### src/rtl/adc_pkg.sv
// Shared definitions for the 14-bit, 7-lane DDR ADC receive path.
// Holds the word/lane geometry, the alignment FSM states and the output-coding decode.
package adc_pkg;

    localparam int ADC_DW    = 14;
    localparam int ADC_LANES = 7;

    typedef enum logic [1:0] {
        SEARCH,
        SETTLE,
        LOCKED,
        FAIL
    } deser_state_t;

    // The ADC keeps the MSB and inverts bits 12:0 on the wire.
    function automatic logic [ADC_DW-1:0] adc_decode(input logic [ADC_DW-1:0] raw);
        return {raw[ADC_DW-1], ~raw[ADC_DW-2:0]};
    endfunction

endpackage

### src/rtl/adc_ddr_assemble.sv
// Input registers and half-cycle slip mux: rebuilds the raw 14-bit word from the lane bits.
// A slipped word takes its even bits from the previous cycle's falling-edge sample.
module adc_ddr_assemble
    import adc_pkg::*;
(
    input  logic                 clk,
    input  logic                 rst_n,
    input  logic [ADC_LANES-1:0] rise,
    input  logic [ADC_LANES-1:0] fall,
    input  logic                 slip,
    output logic [ADC_DW-1:0]    raw
);

    logic [ADC_LANES-1:0] rise_q;
    logic [ADC_LANES-1:0] fall_q;
    logic [ADC_LANES-1:0] fall_qq;
    logic [ADC_DW-1:0]    raw_d;

    always_ff @(posedge clk or negedge rst_n) begin
        if (!rst_n) begin
            rise_q  <= '0;
            fall_q  <= '0;
            fall_qq <= '0;
        end else begin
            rise_q  <= rise;
            fall_q  <= fall;
            fall_qq <= fall_q;
        end
    end

    always_comb begin
        raw_d = '0;
        for (int k = 0; k < ADC_LANES; k++) begin
            if (slip) begin
                raw_d[2*k]   = fall_qq[k];
                raw_d[2*k+1] = rise_q[k];
            end else begin
                raw_d[2*k]   = rise_q[k];
                raw_d[2*k+1] = fall_q[k];
            end
        end
    end

    always_ff @(posedge clk or negedge rst_n) begin
        if (!rst_n) begin
            raw <= '0;
        end else begin
            raw <= raw_d;
        end
    end

endmodule

### src/rtl/adc_ddr_deser.sv
// Per-channel DDR ADC deserializer: word assembly, training-based half-cycle alignment,
// output decode with sign extension, lock/fail tracking and a saturating lock-loss counter.
module adc_ddr_deser
    import adc_pkg::*;
#(
    parameter int                OUT_DW    = 16,
    parameter logic [ADC_DW-1:0] TRAIN_PAT = 14'h2A5C,
    parameter int                MATCH_N   = 8,
    parameter int                TMO       = 1024
) (
    input  logic                 adc_clk_i,
    input  logic                 adc_rstn_i,
    input  logic [ADC_LANES-1:0] rise_i,
    input  logic [ADC_LANES-1:0] fall_i,
    input  logic                 train_i,
    output logic [OUT_DW-1:0]    dat_o,
    output logic                 dat_val_o,
    output logic                 lock_o,
    output logic                 slip_o,
    output logic                 fail_o,
    output logic [15:0]          err_cnt_o
);

    localparam int MCNT_W = $clog2(MATCH_N + 1);
    localparam int TCNT_W = $clog2(TMO + 1);
    localparam logic [MCNT_W-1:0] MCNT_LAST = MCNT_W'(MATCH_N - 1);
    localparam logic [TCNT_W-1:0] TCNT_LAST = TCNT_W'(TMO - 1);

    deser_state_t       state, state_d;
    logic [MCNT_W-1:0]  mcnt, mcnt_d;
    logic [TCNT_W-1:0]  tcnt, tcnt_d;
    logic               scnt, scnt_d;
    logic               slip_d, lock_d, fail_d;
    logic [15:0]        err_d;
    logic               train_prev;
    logic               train_q1, train_q2;
    logic [ADC_DW-1:0]  raw;
    logic [ADC_DW-1:0]  dec;
    logic               match;

    adc_ddr_assemble u_assemble (
        .clk   (adc_clk_i),
        .rst_n (adc_rstn_i),
        .rise  (rise_i),
        .fall  (fall_i),
        .slip  (slip_o),
        .raw   (raw)
    );

    assign match = (raw == TRAIN_PAT);
    assign dec   = adc_decode(raw);

    always_ff @(posedge adc_clk_i or negedge adc_rstn_i) begin
        if (!adc_rstn_i) begin
            state      <= SEARCH;
            mcnt       <= '0;
            tcnt       <= '0;
            scnt       <= 1'b0;
            slip_o     <= 1'b0;
            lock_o     <= 1'b0;
            fail_o     <= 1'b0;
            err_cnt_o  <= '0;
            train_prev <= 1'b0;
        end else begin
            state      <= state_d;
            mcnt       <= mcnt_d;
            tcnt       <= tcnt_d;
            scnt       <= scnt_d;
            slip_o     <= slip_d;
            lock_o     <= lock_d;
            fail_o     <= fail_d;
            err_cnt_o  <= err_d;
            train_prev <= train_i;
        end
    end

    always_comb begin
        state_d = state;
        mcnt_d  = mcnt;
        tcnt_d  = tcnt;
        scnt_d  = scnt;
        slip_d  = slip_o;
        lock_d  = lock_o;
        fail_d  = fail_o;
        err_d   = err_cnt_o;
        unique case (state)
            SEARCH: begin
                if (train_i) begin
                    tcnt_d = tcnt + TCNT_W'(1);
                    if (tcnt == TCNT_LAST) begin
                        state_d = FAIL;
                        fail_d  = 1'b1;
                        mcnt_d  = '0;
                    end else if (match) begin
                        if (mcnt == MCNT_LAST) begin
                            state_d = LOCKED;
                            lock_d  = 1'b1;
                            mcnt_d  = '0;
                        end else begin
                            mcnt_d = mcnt + MCNT_W'(1);
                        end
                    end else begin
                        mcnt_d  = '0;
                        slip_d  = ~slip_o;
                        scnt_d  = 1'b0;
                        state_d = SETTLE;
                    end
                end
            end
            SETTLE: begin
                // Two cycles let the new slip setting propagate through the raw register.
                if (train_i) begin
                    tcnt_d = tcnt + TCNT_W'(1);
                    if (tcnt == TCNT_LAST) begin
                        state_d = FAIL;
                        fail_d  = 1'b1;
                        mcnt_d  = '0;
                    end else if (scnt) begin
                        state_d = SEARCH;
                    end else begin
                        scnt_d = 1'b1;
                    end
                end
            end
            LOCKED: begin
                if (train_i && !match) begin
                    lock_d  = 1'b0;
                    mcnt_d  = '0;
                    tcnt_d  = '0;
                    state_d = SEARCH;
                    if (err_cnt_o != 16'hFFFF) begin
                        err_d = err_cnt_o + 16'd1;
                    end
                end
            end
            FAIL: begin
                if (train_i && !train_prev) begin
                    state_d = SEARCH;
                    tcnt_d  = '0;
                    mcnt_d  = '0;
                    slip_d  = 1'b0;
                    fail_d  = 1'b0;
                end
            end
            default: begin
                state_d = SEARCH;
            end
        endcase
    end

    // train_i is delayed alongside the data so valid rises with the first post-training word.
    always_ff @(posedge adc_clk_i or negedge adc_rstn_i) begin
        if (!adc_rstn_i) begin
            train_q1  <= 1'b0;
            train_q2  <= 1'b0;
            dat_o     <= '0;
            dat_val_o <= 1'b0;
        end else begin
            train_q1  <= train_i;
            train_q2  <= train_q1;
            dat_o     <= OUT_DW'($signed(dec));
            dat_val_o <= lock_o & ~train_q2;
        end
    end

endmodule

### config.mk
export PLATFORM = sky130hd
export DESIGN_NAME = adc_ddr_deser
export DESIGN_NICKNAME = d
export VERILOG_FILES = /design/src/rtl/adc_pkg.sv /design/src/rtl/adc_ddr_assemble.sv /design/src/rtl/adc_ddr_deser.sv
export SDC_FILE = /design/constraint.sdc
export NUM_CORES = 1
export LEC_CHECK = 0
export CORE_AREA = 2 2 129 68
export CTS_CLUSTER_SIZE = 25
export DETAILED_ROUTE_END_ITERATION = 10
export DIE_AREA = 0 0 131 70
export PLACE_DENSITY = 0.78
export SLEW_MARGIN = 25
export SYNTH_ARGS = -nofsm -noshare
export SYNTH_HDL_FRONTEND = slang
export SYNTH_SLANG_ARGS = --single-unit
### constraint.sdc
create_clock -name adc_clk_i -period 1.8 [get_ports adc_clk_i]
set_input_delay 0.27 -clock adc_clk_i [delete_from_list [all_inputs] [get_ports adc_clk_i]]
set_output_delay 0.27 -clock adc_clk_i [all_outputs]
set_load 0.03 [all_outputs]
==> results of run 1 <==
[cell type report]
cell class                 count  area share [%]
sequential                    89            45.4
multi-input combinational    180            27.1
timing repair buffer          87            16.6
clock buffer                  12            5.02
tap                          117            2.98
inverter                      21            1.89
clock inverter                 4            1.07
[power by group]
group	internal (µW)	switching, µW
registers	2350	267
logic	842	919
clock network	1110	746
total	4310	1930
[logic make-up (layout without fill, tap and decap cells)]
group | Yosys count | after routing | synth area share [%]
AOI/OAI and AO/OA | 39 | 39 | 7.09
xor gates and xnor gates | 14 | 14 | 3.37
adders and majority gates | 3 | 3 | 1.03
buffers and inverters | 33 | 124 | 5.09
DFF | 89 | 89 | 61.3
muxes | 18 | 18 | 5.54
and+or+nand+nor | 106 | 106 | 16.6
[placed cells by master, fill, tap and decap left out, drive strengths merged, types with 2 or more instances in the layout]
master,n
bufinv,2
nor2,10
a22o,2
a21oi,7
buf,36
xor2,8
dfrtp,89
nor3,11
nand4,6
a21o,2
and2,3
nor3b,2
clkinvlp,3
and4bb,2
inv,20
or2,2
o31ai,2
and3,3
nand2,32
nand3b,2
a41oi,2
nor2b,4
nand3,14
mux2,17
clkdlybuf4s50,44
o21ai,14
xnor2,6
o22ai,2
nor4,6
a31oi,4
dlymetal6s2s,6
and4,4
ha,3
clkbuf,12
[how the worst min path moves through the flow]
stage	endpoint	startpoint	slack, ns
3_3_place_gp	dat_o[12]	adc_rstn_i	0.22
2_1_floorplan	dat_o[0]	adc_rstn_i	-0.03
5_1_grt	u_assemble.fall_q[2]	fall_i[2]	0.35
4_1_cts	u_assemble.fall_q[2]	fall_i[2]	0.35
3_5_place_dp	dat_o[12]	adc_rstn_i	0.22
6_report	u_assemble.fall_q[2]	fall_i[2]	0.36
[flip-flops by register name, summed over array words and instances (netlist names), 2 cells and up]
register,cells
err_cnt_o,16
dat_o,14
u_assemble.raw,14
tcnt,11
u_assemble.fall_q,7
u_assemble.fall_qq,7
u_assemble.rise_q,7
mcnt,4
state,2
[what timing repair did]
| item | 4_1_cts | 5_1_grt |
|---|---|---|
| pin swaps | 1 | 2 |
| resized for setup | 4 | 24 |
| endpoints found under the setup margin | 12 | 26 |
| hold buffers | 1 | 0 |
| buffers inserted | 1 | 2 |
| hold endpoints to repair | 27 | 0 |
[routing by layer]
metal / global-route usage, % / wire length (µm)
met1: 26.9 / 3650
met2: 24.8 / 3370
met3: 6.05 / 554
met4: 7.57 / 133
met5: 0 / 0
[through the flow]
stage | setup TNS (ns) | worst slack (ns) | hold WS, ns | cell area (µm²) | instances
finish | 0 | 0.0110 | 0.364 | 4910 | 510
global route | -0.157 | -0.0726 | 0.346 | 4910 | 510
CTS | 0 | 0.000256 | 0.353 | 4790 | 508
detailed placement | -3.28 | -0.269 | 0.223 | 4450 | 490
global placement | -1.48 | -0.151 | 0.219 | 4450 | 490
floorplan | 0 | 0.120 | -0.0256 | 3630 | 302
==> impl_results.md, run 1 <==
* Status: completed
* Routed WL at 7710 µm
* CP Launch Type: register
* Syn Area/Cell at 12.0 µm²
* Leakage at 0.00227 µW
* H-tree level count at 3
* Endpoint class of the critical path: register
* Vias in the first global route at 2,452
* CTS clock-pin slew for the worst setup and hold paths at 0.06 ns
* Die ar. at 0.00917 mm²
* Synth Cell Area at 0.00363 mm²
* Drt drc at 0
* Register area at 0.00223 mm²
* Pre-Repair DR Iteration Count at 5
* Fmax at 0.559 GHz
* Critical path's slowest cell: nor4_2
* Minimum clock period at 1.79 ns
* Clk_skew at 0.00797 ns
* Final-layout fill cell count at 671
* DIE HEIGHT at 70 µm
* Arrival @ worst endpoint at 2.05 ns
* Top_reg_cell synth: dfrtp_1
* Clock sink total at 89
* Pwr Total at 6240 µW
* Crit-path cells: and4b_1 > a41oi_4 > nand2_1 > nor4_2 > xor2_1
* Area Overhead vs Synth at 35.0%
* Longest Clk Path Bufs at 2
* Crit path launch: u_assemble.raw[4]
* Global-route wire length before repair at 12,500 µm
* Synth warn at 0
* Setup CP Type: reg -> reg
* Leading post-synthesis cells by cell area: dfrtp_1, mux2_2, nand2_1
* Post-synth ARST share at 100%
* Reg2reg setup slack at 0.01 ns
* Number of library cell types mapped by synthesis at 56
* Initial antenna violation count at 0
* GPL Wtd Cong at 0.863
* Gate Count Post-Synth at 302
* Num CTS Buffers at 9
* Post-synthesis register bit count at 89
* Worst slew pin tran at 0.434 ns
* Hold Vio Cnt, Final at 0
* Final worst path period share at 99.4%
* Initial core utilization at 44.0%
* Worst EP required at 2.06 ns
* Most frequent cell after synthesis: dfrtp_1
* Peak supply drop at 0.611 mV
* Max-cap viol count at 0
* Multi-input gate area at 0.00133 mm²
* Post-DR vias/cell at 5.02
* Pins Over Slew Limit at 0
* Post-route ant nets at 0
* Antenna fix cells at 0
* Largest net degree at the start of global routing at 35
* I/O Buffers at 52
* Post-synth top area share at 61.3%
* Max_slew headroom at 70.7%
* Worst path max stage delay at 0.41 ns
* Hold Crit Depth at 1
* R2R Path Start: u_assemble.raw[4]
* NumNets Final at 408
* Per-cell routed wire length at 15.1 µm
* CTS root buffer: clkbuf_16
* Tot GR Track Use at 18.3%
* Initial DRC count at 171
* Critical path peak fanout at 4
* Critical path endpoint: err_cnt_o[6]
* Unrepaired setup endpoints after global routing: true
* Leading area contributor after synthesis: dfrtp_1
* WP buf/inv at 0
* I/O pin total at 53
* Post-DP HPWL at 5110 µm
* Worst Reg-to-Reg Cells at 5
* Top post-synthesis cells by count: dfrtp_1, nand2_1, inv_1
* Insertion delay to the later sink of the worst-skew pair at 0.34 ns
* Worst path top cell family by delay: simple AND/OR/NAND/NOR gates
* Sequential cell area fraction in the yosys report at 61.3%
* CP Depth at 5
* Total gr overflow at 0
* DR vias at 2,558
* Post-synth EDFFs at 0
* Share of cells above drive strength 1 at 23.7%
* Syn Nets at 322
* TritonCTS clock tree: done
* Rows at 24
* Die X at 131 µm
* Hold crit path type: in -> reg
* Setup violations, final at 0
* Pwr per Cell Area at 1270 mW/mm²
* RR Endpoint: err_cnt_o[6]
* Core ar. at 0.00826 mm²
* Util after Layout at 59.4%
Power figures use the tool's default switching activity.
==> run 2: changes to the inputs <==
Settings changed: GPL_TIMING_DRIVEN set to 0.
==> impl_results.md, run 2 (synthesized netlist as in run 1, its figures left out) <==
* Num CTS Buffers at 9 (unchanged)
* I/O pin total at 53 (unchanged)
* Initial core utilization at 44.0% (unchanged)
* Vias in the first global route at 2,418 (-1.4%)
* DIE HEIGHT at 70 µm (unchanged)
* Setup violations, final at 0 (unchanged)
* Post-route ant nets at 0 (unchanged)
* CP Depth at 6 (+1)
* Clk_skew at 0.00567 ns (-0.00230 ns)
* Pre-Repair DR Iteration Count at 4 (-1)
* R2R Path Start: state[0]
* Pwr per Cell Area at 1300 mW/mm² (+2.1%)
* Setup CP Type: reg -> reg
* Most frequent cells in the layout: dfrtp_1, clkdlybuf4s50_1, nand2_1
* Initial DRC count at 160 (-6.4%)
* Arrival @ worst endpoint at 2.05 ns (about the same)
* CTS clock-pin slew for the worst setup and hold paths at 0.07 ns (about the same)
* Worst Hold Slack at 0.368 ns (+0.00365 ns)
* Hold Vio Cnt, Final at 0 (unchanged)
* Util after Layout at 58.9% (-0.47 points)
* Unrepaired setup endpoints after global routing: true
* Critical path peak fanout at 9 (+5)
* Rows at 24 (unchanged)
* Post-DR vias/cell at 4.98 (-0.67%)
* Final worst path period share at 99.8% (+0.38 points)
* Total gr overflow at 0 (unchanged)
* Insertion delay to the later sink of the worst-skew pair at 0.33 ns (about the same)
* WP buf/inv at 1 (+1)
* DR vias at 2,481 (-3.0%)
* Layer with the highest usage: met1
* RR Endpoint: err_cnt_o[6]
* Worst path top cell family by delay: simple AND/OR/NAND/NOR gates
* Die ar. at 0.00917 mm² (unchanged)
* Post-Route Setup TNS at 0 ns (unchanged)
* Fmax at 0.557 GHz (-0.39%)
* Status: completed
* Max_slew headroom at 69.4% (-1.3 points)
* I/O Buffers at 52 (unchanged)
* Pwr Total at 6320 µW (+1.3%)
* Per-cell routed wire length at 14.8 µm (-1.9%)
* Worst slew pin tran at 0.454 ns (+0.0204 ns)
* CTS root buffer: clkbuf_16
* Longest Clk Path Bufs at 2 (unchanged)
* Max-cap viol count at 0 (unchanged)
* Tot GR Track Use at 17.2% (-1.1 points)
* Die X at 131 µm (unchanged)
* Drt drc at 0 (unchanged)
* Leakage at 0.00218 µW (-3.9%)
* Post-DP HPWL at 4920 µm (-3.7%)
* Worst path max stage delay at 0.35 ns (-0.06 ns)
* Top flop regs: err_cnt_o (16), dat_o (14), u_assemble.raw (14)
* Hold crit path type: in -> async
* Worst EP required at 2.06 ns (about the same)
* Worst Reg-to-Reg Cells at 6 (+1)
* Antenna fix cells at 0 (unchanged)
* GR Util met1 at 26.4% (-0.48 points)
* Peak supply drop at 0.704 mV (+15%)
* CP Launch Type: register
* Area after DPL at 0.00433 mm² (-2.7%)
* Commonest non-fill, non-tap cell in the layout: dfrtp_1
* GPL Wtd Cong at 0.852 (-1.3%)
* Critical path's slowest cell: dfrtp_1
* Area Overhead vs Synth at 33.9%
* Routed WL at 7390 µm (-4.2%)
* Pins Over Slew Limit at 0 (unchanged)
* GR Util met2 at 23.7% (-1.2 points)
* Minimum clock period at 1.80 ns (+0.00693 ns)
* Reg2reg setup slack at 0.004 ns (about the same)
* Largest register FFs at 16 (unchanged)
* Core ar. at 0.00826 mm² (unchanged)
* TritonCTS clock tree: done
* Most flop-heavy register: err_cnt_o
* Largest net degree at the start of global routing at 66 (+89%)
* Clock sink total at 89 (unchanged)
* Endpoint class of the critical path: register
* Share of cells above drive strength 1 at 21.5% (-2.1 points)
* Initial antenna violation count at 0 (unchanged)
* Cell area after layout at 0.00487 mm² (-0.79%)
* NumNets Final at 396 (-2.9%)
* Global-route wire length before repair at 12,200 µm (-2.6%)
* Grt met3 use at 6.05% (unchanged)
* H-tree level count at 3 (unchanged)
* Crit-path cells: buf_2 > nand2b_4 > a41oi_4 > nand2_1 > nor4_2 > xor2_1
==> run 2: routing by layer <==
layer	part of all wire (%)	routed length, µm
met5	0	0
met4	0.70	52
met2	44	3270
met3	5.3	393
met1	50	3670
==> run 2: what timing repair did <==
item                                    CTS  global route
pin swaps                                 7             6
endpoints found under the setup margin   18            33
gates resized for setup                   8            25
buffers inserted                          3             7
hold endpoints to repair                 24             0
hold buffers                              1             0
==> run 2: through the flow <==
stage,std cells,setup slack [ns]
2_1_floorplan,302,0.120
6_report,498,0.00405
4_1_cts,491,-0.0150
3_3_place_gp,471,-2.66
3_5_place_dp,472,-0.373
5_1_grt,498,-0.120
==> run 2: area by class of cell <==
type / instances / area, µm²
buffer: 11 / 85.1
clock buffer: 10 / 229
clock inverter: 6 / 90.1
fill: 655 / 3390
inverter: 21 / 92.6
multi-input combinational: 180 / 1350
sequential: 89 / 2230
tap: 117 / 146
timing repair buffer: 64 / 642
==> run 2: worst max-delay path by stage <==
stage                       startpoint            end
after floorplan           err_cnt_o[5]  err_cnt_o[15]
after global placement      adc_rstn_i   err_cnt_o[9]
after detailed placement       train_i  err_cnt_o[15]
after CTS                      tcnt[0]        mcnt[2]
after global routing          state[0]   err_cnt_o[6]
final                         state[0]   err_cnt_o[6]
==> run 2: where the power goes <==
part	internal (µW)	switching [µW]
Combinational	798	930
Sequential	2350	260
Clock	1220	756
==> run 3: changes to the inputs <==
Settings changed: CORE_AREA 2 2 129 68 to 2 2 71 123, CTS_CLUSTER_DIAMETER set to 50, DIE_AREA 0 0 131 70 to 0 0 73 125, PLACE_DENSITY 0.78 to 0.77.
==> impl_results.md, run 3 (synthesized netlist as in run 1, its figures left out) <==
* Per-cell routed wire length at 15.6 µm (+4.8%)
* Hold crit path type: reg -> reg
* I/O Buffers at 52 (unchanged)
* Setup violations, final at 0 (unchanged)
* Post-DR vias/cell at 5.46 (+9.6%)
* Hold Vio Cnt, Final at 0 (unchanged)
* Worst path max stage delay at 0.39 ns (+0.04 ns)
* Critical path peak fanout at 6 (-3)
* Pre-CTS WS at -0.419 ns (-0.0463 ns)
* GPL Wtd Cong at 0.868 (+1.9%)
* Clock sink total at 89 (unchanged)
* Share of cells above drive strength 1 at 22.2% (+0.64 points)
* Arrival @ worst endpoint at 1.98 ns (-0.07 ns)
* Post-Route Setup TNS at 0 ns (unchanged)
* I/O pin total at 53 (unchanged)
* Most flop-heavy register: err_cnt_o
* Status: completed
* NumNets Final at 394 (-0.51%)
* Initial core utilization at 44.3% (+0.30 points)
* DIE HEIGHT at 125 µm (+79%)
* Clk_skew at 0.00973 ns (+0.00406 ns)
* Core ar. at 0.00820 mm² (-0.67%)
* Peak supply drop at 0.852 mV (+21%)
* DR vias at 2,571 (+3.6%)
* Fmax at 0.565 GHz (+1.5%)
* Insertion delay to the later sink of the worst-skew pair at 0.34 ns (about the same)
* Largest register FFs at 16 (unchanged)
* CTS clock-pin slew for the worst setup and hold paths at 0.06 ns (about the same)
* Drt drc at 0 (unchanged)
* Area Overhead vs Synth at 31.7%
* Setup ws final at 0.0298 ns (+0.0258 ns)
* H-tree level count at 3 (unchanged)
* Pre-Repair DR Iteration Count at 4 (unchanged)
* Worst EP required at 2.01 ns (-0.05 ns)
* Rows at 44 (+83%)
* Post-route ant nets at 0 (unchanged)
* Max_slew headroom at 57.6% (-12 points)
* Pwr per Cell Area at 1270 mW/mm² (-2.4%)
* Initial DRC count at 192 (+20%)
* Largest net degree at the start of global routing at 53 (-20%)
* TritonCTS clock tree: done
* Minimum clock period at 1.77 ns (-0.0258 ns)
* Worst slew pin tran at 0.635 ns (+0.181 ns)
* Setup CP Type: reg -> reg
* Top flop regs: err_cnt_o (16), dat_o (14), u_assemble.raw (14)
* Commonest non-fill, non-tap cell in the layout: dfrtp_1
* Critical path's slowest cell: dfrtp_1
* CTS root buffer: clkbuf_16
* Max-cap viol count at 0 (unchanged)
* Post-DP HPWL at 5010 µm (+1.8%)
* Die X at 73 µm (-44%)
* Routed WL at 7330 µm (-0.84%)
* Crit-path cells: and4bb_2 > a41oi_4 > and2_4 > nand3_2 > mux2_4
* Final-layout fill cell count at 658 (+0.46%)
* Endpoint class of the critical path: register
* Num CTS Buffers at 9 (unchanged)
* Leakage at 0.00216 µW (-1.2%)
* Most frequent cells in the layout: dfrtp_1, clkdlybuf4s50_1, nand2_1
* Tot GR Track Use at 17.1% (-0.11 points)
* CP Launch Type: register
* Initial antenna violation count at 0 (unchanged)
* Global-route wire length before repair at 12,000 µm (-1.5%)
* Longest Clk Path Bufs at 2 (unchanged)
* Die ar. at 0.00913 mm² (-0.49%)
* Total gr overflow at 0 (unchanged)
* Antenna fix cells at 0 (unchanged)
* Final worst path period share at 98.3% (-1.4 points)
* Pins Over Slew Limit at 0 (unchanged)
* Vias in the first global route at 2,603 (+7.7%)
* Unrepaired setup endpoints after global routing: true
## run 3: cell count changes in the layout (fill, tap and decap cells not counted), moves of 2 or more
cell       delta
and4bb_4      -2
bufinv_16     -2
and4bb_2      +2
mux2_1        -2
clkbuf_2      -2
mux2_4        +2
## run 3: timing repair
action,CTS,global route
resized for setup,10,26
pin swaps,6,9
hold buffers,1,0
gates cloned,0,0
endpoints found under the hold margin,51,0
setup endpoints to repair,26,29
setup buffers,6,4
## run 3: stage by stage
step / hold slack [ns] / std cells / area, µm² / utilization (%) / power [µW]
2_1_floorplan: -0.0256 / 302 / 3630 / - / 3630
3_3_place_gp: 0.350 / 446 / 4270 / 52.1 / 4150
3_5_place_dp: 0.336 / 447 / 4290 / 52.3 / 4210
4_1_cts: 0.361 / 468 / 4670 / 57.0 / 6040
5_1_grt: 0.365 / 471 / 4790 / 58.4 / 6380
6_report: 0.370 / 471 / 4790 / 58.4 / 6070
## run 3: worst paths after layout
check	start	to	slack, ns	depth (start not counted)
setup / recovery	u_assemble.raw[3]	err_cnt_o[12]	0.03	5
hold / removal	u_assemble.fall_q[0]	u_assemble.fall_qq[0]	0.37	0
setup reg to reg	u_assemble.raw[3]	err_cnt_o[12]	0.03	5
hold reg to reg	u_assemble.fall_q[0]	u_assemble.fall_qq[0]	0.37	0
max in group asynchronous	adc_rstn_i	tcnt[2]	0.65	3
min in group asynchronous	adc_rstn_i	u_assemble.raw[10]	0.51	2
## run 3: per-layer routing
metal  routed length, µm  share of wire, %  global-route usage [%]
met5                   0                 0                       0
met3                 311               4.2                    4.92
met1                2770                38                    19.6
met2                4070                55                    28.8
met4                 176               2.4                    7.73
## run 3: final cells by class
type / count / area (µm²) / area share (%)
well taps: 92 / 115 / 2.40
plain buffers: 9 / 73.8 / 1.54
inverters: 21 / 92.6 / 1.93
repair buffers: 64 / 631 / 13.2
multi-input cells: 180 / 1360 / 28.5
clock inverters: 6 / 42.5 / 0.889
flip-flops and latches: 89 / 2230 / 46.6
clock buffers: 10 / 239 / 4.99
## run 3: critical path, delay by kind of cell, from the launching register on
kind / cells / cell delay (ns)
AND/OR/NAND/NOR: 3 / 0.62
flip-flops: 1 / 0.39
AO/OA/AOI/OAI: 1 / 0.34
multiplexers: 1 / 0.30
## run 3: where the power goes
group          switching [µW]  internal, µW
Sequential                283          2360
Combinational             906           800
Clock                     747           974
Total                    1940          4130
